===== config.mk =====
export PLATFORM = sky130hd
export DESIGN_NAME = rr_packet_mux
export DESIGN_NICKNAME = d
export VERILOG_FILES = /design/src/rtl/rr_packet_mux.sv
export SDC_FILE = /design/constraint.sdc
export NUM_CORES = 1
export LEC_CHECK = 0
export BUFFER_PORTS_ARGS = -buffer_cell sky130_fd_sc_hd__buf_4
export CORE_AREA = 2 2 134 136
export CTS_CLUSTER_DIAMETER = 30
export DETAILED_ROUTE_END_ITERATION = 7
export DIE_AREA = 0 0 136 138
export MAX_ROUTING_LAYER = met4
export PLACE_DENSITY = 0.62
export SYNTH_ARGS = -nofsm -noshare
export SYNTH_HDL_FRONTEND = slang
export SYNTH_SLANG_ARGS = --single-unit

===== constraint.sdc =====
create_clock -name clk -period 1.6 [get_ports clk]
set_input_delay 0.24 -clock clk [delete_from_list [all_inputs] [get_ports clk]]
set_output_delay 0.24 -clock clk [all_outputs]
set_load 0.01 [all_outputs]

===== src/rtl/rr_packet_mux.sv =====
// Packet-level round-robin multiplexer: shares one registered output link
// between NUM_REQ valid/ready flit streams. A grant is locked from the first
// flit until the granted stream's last flit is accepted. When arb_enable is
// low, the stream named by single_sel is served instead of round-robin.
`timescale 1ns/1ps

module rr_packet_mux #(
   parameter int NUM_REQ = 4,
   parameter int DATA_W  = 64
) (
   input  logic                      clk,
   input  logic                      rst,
   input  logic                      arb_enable,
   input  logic [NUM_REQ-1:0]        single_sel,
   input  logic [NUM_REQ-1:0]        in_valid,
   input  logic [NUM_REQ*DATA_W-1:0] in_data,
   input  logic [NUM_REQ-1:0]        in_last,
   output logic [NUM_REQ-1:0]        in_ready,
   output logic                      out_valid,
   output logic [DATA_W-1:0]         out_data,
   output logic                      out_last,
   input  logic                      out_ready,
   output logic [NUM_REQ-1:0]        cur_grant,
   output logic                      busy
);

   localparam int IDX_W = (NUM_REQ > 1) ? $clog2(NUM_REQ) : 1;

   typedef enum logic {
      IDLE = 1'b0,
      BUSY = 1'b1
   } state_t;

   state_t             state, state_nx;
   logic [IDX_W-1:0]   ptr, ptr_nx;
   logic [IDX_W-1:0]   gnt_idx, gnt_idx_nx;
   logic [NUM_REQ-1:0] grant_nx;
   logic               rr_mode, rr_mode_nx;

   logic               win_found;
   logic [IDX_W-1:0]   win_idx;
   logic [IDX_W-1:0]   cand;
   logic [IDX_W-1:0]   fixed_idx;

   logic               xfer;
   logic               sel_last;
   logic [DATA_W-1:0]  sel_data;

   // Pick the stream that wins the next packet grant (round-robin or fixed).
   always_comb begin
      // NOTE: every variable written here gets a default first, so no path
      // through the block leaves it unassigned and no latch is inferred.
      win_found = 1'b0;
      win_idx   = '0;
      cand      = '0;
      fixed_idx = '0;
      if (arb_enable) begin
         // Search ptr, ptr+1, ... cyclically; the first valid stream wins.
         for (int k = 0; k < NUM_REQ; k++) begin
            cand = IDX_W'((int'(ptr) + k) % NUM_REQ);
            if (!win_found && in_valid[cand]) begin
               win_found = 1'b1;
               win_idx   = cand;
            end
         end
      end else begin
         // Lowest set bit of single_sel names the channel; it must be valid.
         for (int i = NUM_REQ - 1; i >= 0; i--) begin
            if (single_sel[i]) fixed_idx = IDX_W'(i);
         end
         win_found = (|single_sel) && in_valid[fixed_idx];
         win_idx   = fixed_idx;
      end
   end

   // Only the granted stream sees ready, and only when the output slot frees.
   assign in_ready = (state == BUSY) ? (cur_grant & {NUM_REQ{out_ready | ~out_valid}})
                                     : '0;
   assign xfer     = |(in_valid & in_ready);
   assign sel_last = |(in_last & cur_grant);
   assign busy     = (state == BUSY);

   // One-hot data select for the granted stream.
   always_comb begin
      sel_data = '0;
      for (int i = 0; i < NUM_REQ; i++) begin
         if (cur_grant[i]) sel_data = in_data[i*DATA_W +: DATA_W];
      end
   end

   // Next-state logic: lock a grant in IDLE, release it on the last flit.
   always_comb begin
      state_nx   = state;
      grant_nx   = cur_grant;
      gnt_idx_nx = gnt_idx;
      ptr_nx     = ptr;
      rr_mode_nx = rr_mode;
      case (state)
         IDLE: begin
            if (win_found) begin
               state_nx   = BUSY;
               grant_nx   = NUM_REQ'(1) << win_idx;
               gnt_idx_nx = win_idx;
               // Mode is latched so mid-packet arb_enable changes are ignored.
               rr_mode_nx = arb_enable;
            end
         end
         BUSY: begin
            if (xfer && sel_last) begin
               state_nx = IDLE;
               grant_nx = '0;
               if (rr_mode) begin
                  ptr_nx = (gnt_idx == IDX_W'(NUM_REQ - 1)) ? '0 : gnt_idx + 1'b1;
               end
            end
         end
      endcase
   end

   // Control state register with synchronous reset.
   always_ff @(posedge clk) begin
      // NOTE: sequential state uses non-blocking assignments so every register
      // samples pre-edge values regardless of block ordering.
      if (rst) begin
         state     <= IDLE;
         ptr       <= '0;
         cur_grant <= '0;
         gnt_idx   <= '0;
         rr_mode   <= 1'b0;
      end else begin
         state     <= state_nx;
         ptr       <= ptr_nx;
         cur_grant <= grant_nx;
         gnt_idx   <= gnt_idx_nx;
         rr_mode   <= rr_mode_nx;
      end
   end

   // Output register: load on transfer, drain on out_ready, otherwise hold.
   always_ff @(posedge clk) begin
      if (rst) begin
         // NOTE: the data/last registers are reset too because downstream
         // observes them as defined zeros after reset, not just out_valid.
         out_valid <= 1'b0;
         out_data  <= '0;
         out_last  <= 1'b0;
      end else if (xfer) begin
         out_valid <= 1'b1;
         out_data  <= sel_data;
         out_last  <= sel_last;
      end else if (out_ready) begin
         out_valid <= 1'b0;
      end
   end

endmodule


== Yosys cells after proc, flatten, opt, wreduce, memory -nomap -nowiden ==
Index checks and enable logic that the tools add are counted.

* Memories: 0
* Word-level logic and storage cells: 84
* Bits in read-only memories: 0
* Bits in registers: 76
* RAM bits: 0
* Latch bits: 0
* Output and inout bits: 75
* Bits of input ports: 272

* Multiplexer cells: 42
* Order comparisons: 5
* Div/mod/pow operators: 0
* $mul: 0
* Eq/ne operators: 3
* Reduce and logical (&&, ||, !) cells: 15
* Shift operators: 1
* Bitwise operators: 6
* Add/subtract/negate cells: 4

{| class="wikitable"
|+ Operator list
! operator !! count
|-
| 64-bit two-way mux || 4
|-
| 2-bit two-way mux || 11
|-
| 1-bit two-way mux || 17
|-
| 2-bit by 3-bit < comparator with 1-bit output, second input constant || 5
|-
| 4-bit AND || 3
|-
| 4-bit two-way mux || 3
|-
| 4-bit OR reduction || 3
|-
| 1-bit binary-select mux with 2-bit select || 5
|-
| 4-bit one-hot mux with 2 select lines || 1
|-
| 1-bit logical AND || 5
|-
| 2-bit by 1-bit adder with 2-bit output, second input constant || 2
|-
| 2-bit adder, second input constant || 2
|-
| 2-bit AND reduction || 2
|-
| 1-bit by 2-bit << shifter with 4-bit output, first input constant || 1
|-
| 1-bit logical NOT || 3
|-
| 3-bit AND reduction || 1
|-
| 2-bit == test, second input constant || 1
|-
| 2-bit by 1-bit != test with 1-bit output, second input constant || 1
|-
| 2-bit != test, second input constant || 1
|-
| 1-bit inverter || 2
|-
| 1-bit one-hot mux with 2 select lines || 1
|-
| 2-bit nonzero test || 1
|-
| 1-bit bitwise OR || 1
|}

== Logic depth before layout (Yosys ltp) ==
* Depth after elaboration: 19
* Depth in mapped cells: 8
* Depth with buffers taken out: 6

== Worst setup path before layout ==
OpenSTA, ideal clock, no wires.

* Kind: flip-flop to flip-flop
* Start: reg ptr[1]
* End: reg cur_grant[0]
* Library setup time: 132 ps
* Setup slack: -117 ps
* Path buffers: 1
* Data arrival time: 1584 ps
* Data required time: 1468 ps
* Stages on the path, launching flop included: 8
* Period minus slack after synthesis: 1717 ps
* Cell sequence: dfxtp_1 buf_6 mux2_1 nor4_2 o22ai_1 a31oi_2 or3_1 a21oi_1

* Cells in the longest elaborated chain, start to end: 19
* Elaborated cells on any way between the ends: 35
* Those cells by class: 3 x add/sub; 1 x eq/ne; 1 x shift; 23 x mux; 7 x reduce/logical

{| class="wikitable"
|+ Ends and longest elaborated chain
! element !! line !! RTL
|-
| start: declaration || 35 || <nowiki>logic [IDX_W-1:0] ptr, ptr_nx;</nowiki>
|-
| start signal: assignment || 132 || <nowiki>ptr <= ptr_nx;</nowiki>
|-
| 1-bit binary-select mux with 2-bit select || 61 || <nowiki>if (!win_found && in_valid[cand]) begin</nowiki>
|-
| 1-bit two-way mux (implied by the code) || 61 ||
|-
| 1-bit two-way mux || 61 ||
|-
| 1-bit two-way mux || 57 || <nowiki>if (arb_enable) begin</nowiki>
|-
| 1-bit logical NOT || 61 ||
|-
| 1-bit logical AND || 61 ||
|-
| 1-bit two-way mux || 61 ||
|-
| 1-bit two-way mux || 57 ||
|-
| [... 3 more ...] || - ||
|-
| 1-bit two-way mux || 57 ||
|-
| 1-bit logical NOT || 61 ||
|-
| 1-bit logical AND || 61 ||
|-
| 2-bit two-way mux || 61 ||
|-
| 2-bit two-way mux || 57 ||
|-
| 1-bit by 2-bit << shifter with 4-bit output || 102 || <nowiki>grant_nx = NUM_REQ'(1) << win_idx;</nowiki>
|-
| 4-bit two-way mux || 100 || <nowiki>if (win_found) begin</nowiki>
|-
| 4-bit one-hot mux with 2 select lines || 98 || <nowiki>case (state)</nowiki>
|-
| end signal: assignment || 133 || <nowiki>cur_grant <= grant_nx;</nowiki>
|-
| end: declaration || 23 || <nowiki>output logic [NUM_REQ-1:0] cur_grant,</nowiki>
|}

Several ways; a longest one is shown, not always the timed one. The select of a mux whose other input is x is not followed.
A chain may end at the register's enable or synchronous reset.

== Worst setup path after layout ==
* Start: reg cur_grant[1]
* End: reg out_data[12]

* Cells in the longest elaborated chain, start to end: 4
* Elaborated cells on any way between the ends: 7
* Those cells by class: 4 x mux; 2 x bitwise; 1 x reduce/logical

{| class="wikitable"
|+ Ends and longest elaborated chain
! element !! line !! RTL
|-
| 4-bit AND || 77 || <nowiki>assign in_ready = (state == BUSY) ? (cur_grant & {NUM_REQ{out_ready | ~out_valid}})</nowiki>
|-
| 4-bit two-way mux || 77 ||
|-
| 4-bit AND || 79 || <nowiki>assign xfer = |(in_valid & in_ready);</nowiki>
|-
| 4-bit OR reduction || 79 ||
|-
| end signal: assignment || 149 || <nowiki>out_data <= sel_data;</nowiki>
|-
| end: declaration || 20 || <nowiki>output logic [DATA_W-1:0] out_data,</nowiki>
|}

Several ways; a longest one is shown, not always the timed one.

==> impl.org <==
** STA
- F_max :: 0.600 GHz
- For the final routed database, the setup TNS stands at -587 ps.
- The hold violation count in the final report came to 0.
- Setup repair after global routing could not meet its margin everywhere.
- For the pin with the worst max-slew slack, the measured transition is 407 ps.
- Setup violations remaining at the end of the flow were counted as 20.
- In the finished design, the share of the clock period the worst path needs comes to 1.04.
- Between clock sinks in the finished design, the worst skew comes to 11.0 ps.
- Period minus WS final :: 1670 ps
- In the post-route analysis, the smallest setup slack over all paths is -67.7 ps.
- Measured against its own limit, the worst slew margin works out to 0.729.
- The number of max-slew violations in the final report was 0.

** Detailed routing
- The first detailed-routing pass took 5 iterations.
- Using the TritonRoute via totals, the vias-per-cell ratio works out to 5.17.
- For this block, the via count after detailed routing is 6235.
- Routed Wire Length :: 22300 µm
- The first routing iteration left 266 violations.
- For this run, design rule violations remaining after detail routing come to 0.
- Dividing the detail-routed wire length by the instance count gives 18.5 µm.
- The detail route stage leaves a number of antenna-violating nets equal to 0.

** Global route
- In the global route stage, overall resource usage came out at 0.214.
- Initial antenna violation count :: 0
- The via count of the first global-routing pass was 5697.
- The total overflow left after global routing is 0.
- Entering global routing, the biggest net connects 57 pins.
- The first global-routing pass estimated 30400 µm of wire.

** Worst setup path
- In this run the critical register-to-register path is launched from cur_grant[1].
- Worst EP required :: 1840 ps
- CP Capture Type :: flop
- The worst setup path is launched from a flop.
- R2R Path End :: out_data[12]
- Along the worst path, the maximum fanout reaches 7.
- Worst Setup Path Type :: reg2reg
- In this run the register-to-register setup slack is -70 ps.
- Length in cells of the worst reg-to-reg path :: 8
- STA puts the critical path data arrival time at 1910 ps.

** Clock network
- TritonCTS built the clock tree.
- Clk root buf :: sky130_fd_sc_hd__clkbuf_16
- Counting along the longest clock path gives a buffer depth of 2.
- In this run the number of H-tree levels came out at 3.
- Buffers inserted during clock tree synthesis total 9.
- After clock tree synthesis, the clock-pin slew on the worst setup and hold paths is 60 ps.
- The later pin in the worst-skew pair is clocked with a latency of 340 ps.
- Buffers inserted to repair hold after CTS numbered 0.
- Clock sinks :: 76

** Place
- At the end of routability-driven placement, the weighted congestion stood at 0.831.
- Instance count after placement with tap cells included :: 1163
- In this run the tool buffered the top-level ports with 346 buffer cells.
- Pre-CTS worst setup slack :: -271 ps
- HPWL reported at the end of detailed placement :: 14600 µm

** Die
- Row count :: 49
- The core region is 0.0175 mm².
- Floorplan die area :: 0.0188 mm²
- Measured along the x axis, the die boundary spans 136 µm.
- Die Height :: 138 µm
- Starting Density :: 0.269
- Top Ports :: 347

** Synth
- Synthesis instantiated 42 different standard cells from the library.
- The mapped netlist covers 0.00472 mm².
- Primary FF master, synth :: sky130_fd_sc_hd__dfxtp_1
- Synthesized net count :: 887
- Async SR Flop Fraction :: 0
- Avg Inst Size Synth :: 7.69 µm²
- Synthesis produced a netlist whose cell count is 614.
- Counting flops with a built-in enable in the synthesized netlist gives 0.
- Post-synthesis sequential area ratio :: 0.322
- Number of warning messages in the yosys log :: 0
- Number of flip-flops and latches in the synthesized netlist :: 76

** Power
- Total internal power :: 0.00476 W
- Clk pwr share :: 0.358
- For this design the total switching power over the nets is 0.00191 W.
- Leakage dissipation :: 3.80 nW
- Switching part of the total power :: 0.286
- Part of the total power dissipated in combinational logic :: 0.328
- For this design the ratio of total power to cell area is 749 mW/mm².
- Worst-case vdd ir drop :: 0.558 mV
- Sequential Power Share :: 0.313
- Total power draw :: 0.00666 W

** Run status
- The final reports fail on setup timing.
- The run finished, with violations left.

** Finish
- The repair_antennas step left the layout with diodes totalling 0.
- Area growth, synth to finish :: 88.5%
- Fill cell instance count of the final layout :: 1701
- Layout Utilization :: 0.508
- Nets :: 1246
- Share of cells above drive strength 1 :: 0.507
- Leaving out filler cells and counting taps, the final layout contains 1207.

** Hold path
- Launch instance of the worst min-delay path :: arb_enable
- The tightest min-delay check is of the in2reg type.
- Along the worst hold path, the cell count comes to 3.
- Hold Crit Endpoint :: rr_mode

** Flow run
- Max cap viols :: 0
==> cells by family (layout without fill, tap and decap cells) <==
family,count (synthesis),in the layout,synth area share
adders and majority gates,1,1,0.00265
buffers and inverters,75,438,0.0655
muxes,7,7,0.0178
AOI/OAI and AO/OA,223,224,0.339
and+or+nand+nor,232,232,0.253
DFF,76,76,0.322
==> state kept, by name (all words and copies together), names as in the netlist <==
signal     flops
cur_grant      4
busy           1
out_data      64
out_last       1
rr_mode        1
gnt_idx        2
out_valid      1
ptr            2
==> layout by cell type (no fill, tap or decap), types with 3 or more instances in the layout <==
cell and instances:
sky130_fd_sc_hd__buf_12 13, sky130_fd_sc_hd__clkbuf_16 13, sky130_fd_sc_hd__dfxtp_1 70, sky130_fd_sc_hd__nor3b_1 4, sky130_fd_sc_hd__and3_1 4, sky130_fd_sc_hd__a221oi_2 26, sky130_fd_sc_hd__nor2_1 75, sky130_fd_sc_hd__dfxtp_4 4
sky130_fd_sc_hd__a22oi_1 3, sky130_fd_sc_hd__nor3_2 5, sky130_fd_sc_hd__buf_4 382, sky130_fd_sc_hd__bufinv_16 3, sky130_fd_sc_hd__a21oi_1 70, sky130_fd_sc_hd__a211oi_2 3, sky130_fd_sc_hd__mux2i_1 5, sky130_fd_sc_hd__a221oi_1 37
sky130_fd_sc_hd__a211oi_1 61, sky130_fd_sc_hd__a21oi_2 3, sky130_fd_sc_hd__nor2b_1 68, sky130_fd_sc_hd__nor3_1 60, sky130_fd_sc_hd__buf_6 13, sky130_fd_sc_hd__inv_1 3
==> cells in the mapped netlist, types with 2 or more instances <==
library cell                n  area [µm²]
sky130_fd_sc_hd__buf_1      7        26.3
sky130_fd_sc_hd__nor2b_1   69         432
sky130_fd_sc_hd__and3_1     4        25.0
sky130_fd_sc_hd__inv_1      3        11.3
sky130_fd_sc_hd__buf_2     10        50.1
sky130_fd_sc_hd__nand2b_1   3        18.8
sky130_fd_sc_hd__nor2_1    77         289
sky130_fd_sc_hd__dfxtp_1   76        1520
sky130_fd_sc_hd__a22o_1     3        26.3
sky130_fd_sc_hd__o22ai_1    2        12.5
sky130_fd_sc_hd__buf_6      2        22.5
sky130_fd_sc_hd__inv_2      2        7.51
sky130_fd_sc_hd__a32o_1     2        20.0
sky130_fd_sc_hd__nor3_1    66         330
sky130_fd_sc_hd__nand2_1    3        11.3
sky130_fd_sc_hd__a22oi_1    3        22.5
sky130_fd_sc_hd__or2_0      2        12.5
sky130_fd_sc_hd__a211oi_1  64         480
sky130_fd_sc_hd__mux2i_1    5        50.1
sky130_fd_sc_hd__a21oi_1   73         365
sky130_fd_sc_hd__nor3b_1    4        30.0
sky130_fd_sc_hd__clkbuf_1  51         191
sky130_fd_sc_hd__a221oi_1  64         561
==> repair_timing <==
item	CTS	global route
buffers inserted	9	13
setup endpoints to repair	14	49
resized for setup	14	57
pin swaps	9	32
cloned	4	6
==> power groups by stage <==
| stage | Clock, W | Sequential, W | Combinational, W |
|---|---|---|---|
| finish | 0.00239 | 0.00209 | 0.00219 |
| global route | 0.00251 | 0.00210 | 0.00237 |
| CTS | 0.00244 | 0.00209 | 0.00199 |
| detailed placement | 0 | 0.00213 | 0.00188 |
| global placement | 0 | 0.00212 | 0.00188 |
| floorplan | 0 | 0.00217 | 0.000805 |
==> worst max-delay path: stages, from the launching register on <==
cell	delay, ps
sky130_fd_sc_hd__dfxtp_4	380
sky130_fd_sc_hd__nor2b_4	210
sky130_fd_sc_hd__buf_6	130
sky130_fd_sc_hd__buf_12	110
sky130_fd_sc_hd__buf_8	130
sky130_fd_sc_hd__a221oi_1	80
sky130_fd_sc_hd__nor3_1	200
sky130_fd_sc_hd__a21oi_1	70
sky130_fd_sc_hd__a211oi_1	260
==> routing by layer <==
| layer | up-vias | global-route usage | share of wire |
|---|---|---|---|
| met1 | 2894 | 0.251 | 0.40 |
| met5 | - | - | 0 |
| met3 | 36 | 0.0374 | 0.064 |
| met4 | 0 | 0.0773 | 0.027 |
| li1 | 3048 | - | - |
| met2 | 257 | 0.366 | 0.50 |
==> stage by stage <==
stage | instance area [µm²] | hold slack [ps]
CTS | 8420 | 190
global route | 8900 | 204
global placement | 7830 | 471
finish | 8900 | 199
detailed placement | 7830 | 477
floorplan | 4760 | 384
==> worst max-delay path by stage <==
stage | startpoint | endpoint | slack (ps) | cells past startpoint
3_3_place_gp | cur_grant[0] | out_data[0] | -280 | 7
6_report | cur_grant[1] | out_data[12] | -70 | 8
4_1_cts | ptr[1] | gnt_idx[0] | -70 | 7
5_1_grt | ptr[1] | gnt_idx[0] | -180 | 7
2_1_floorplan | ptr[1] | cur_grant[2] | -80 | 7
3_5_place_dp | cur_grant[0] | out_data[0] | -270 | 7
==> area by class of cell <==
type	count	area, µm²	area share
timing repair buffer	417	3500	0.393
multi-input combinational	464	3210	0.361
sequential	76	1540	0.173
tap	229	287	0.0322
clock buffer	9	225	0.0253
clock inverter	7	124	0.0139
inverter	5	18.8	0.00211
No activity file was read; power rests on OpenSTA's default activity.
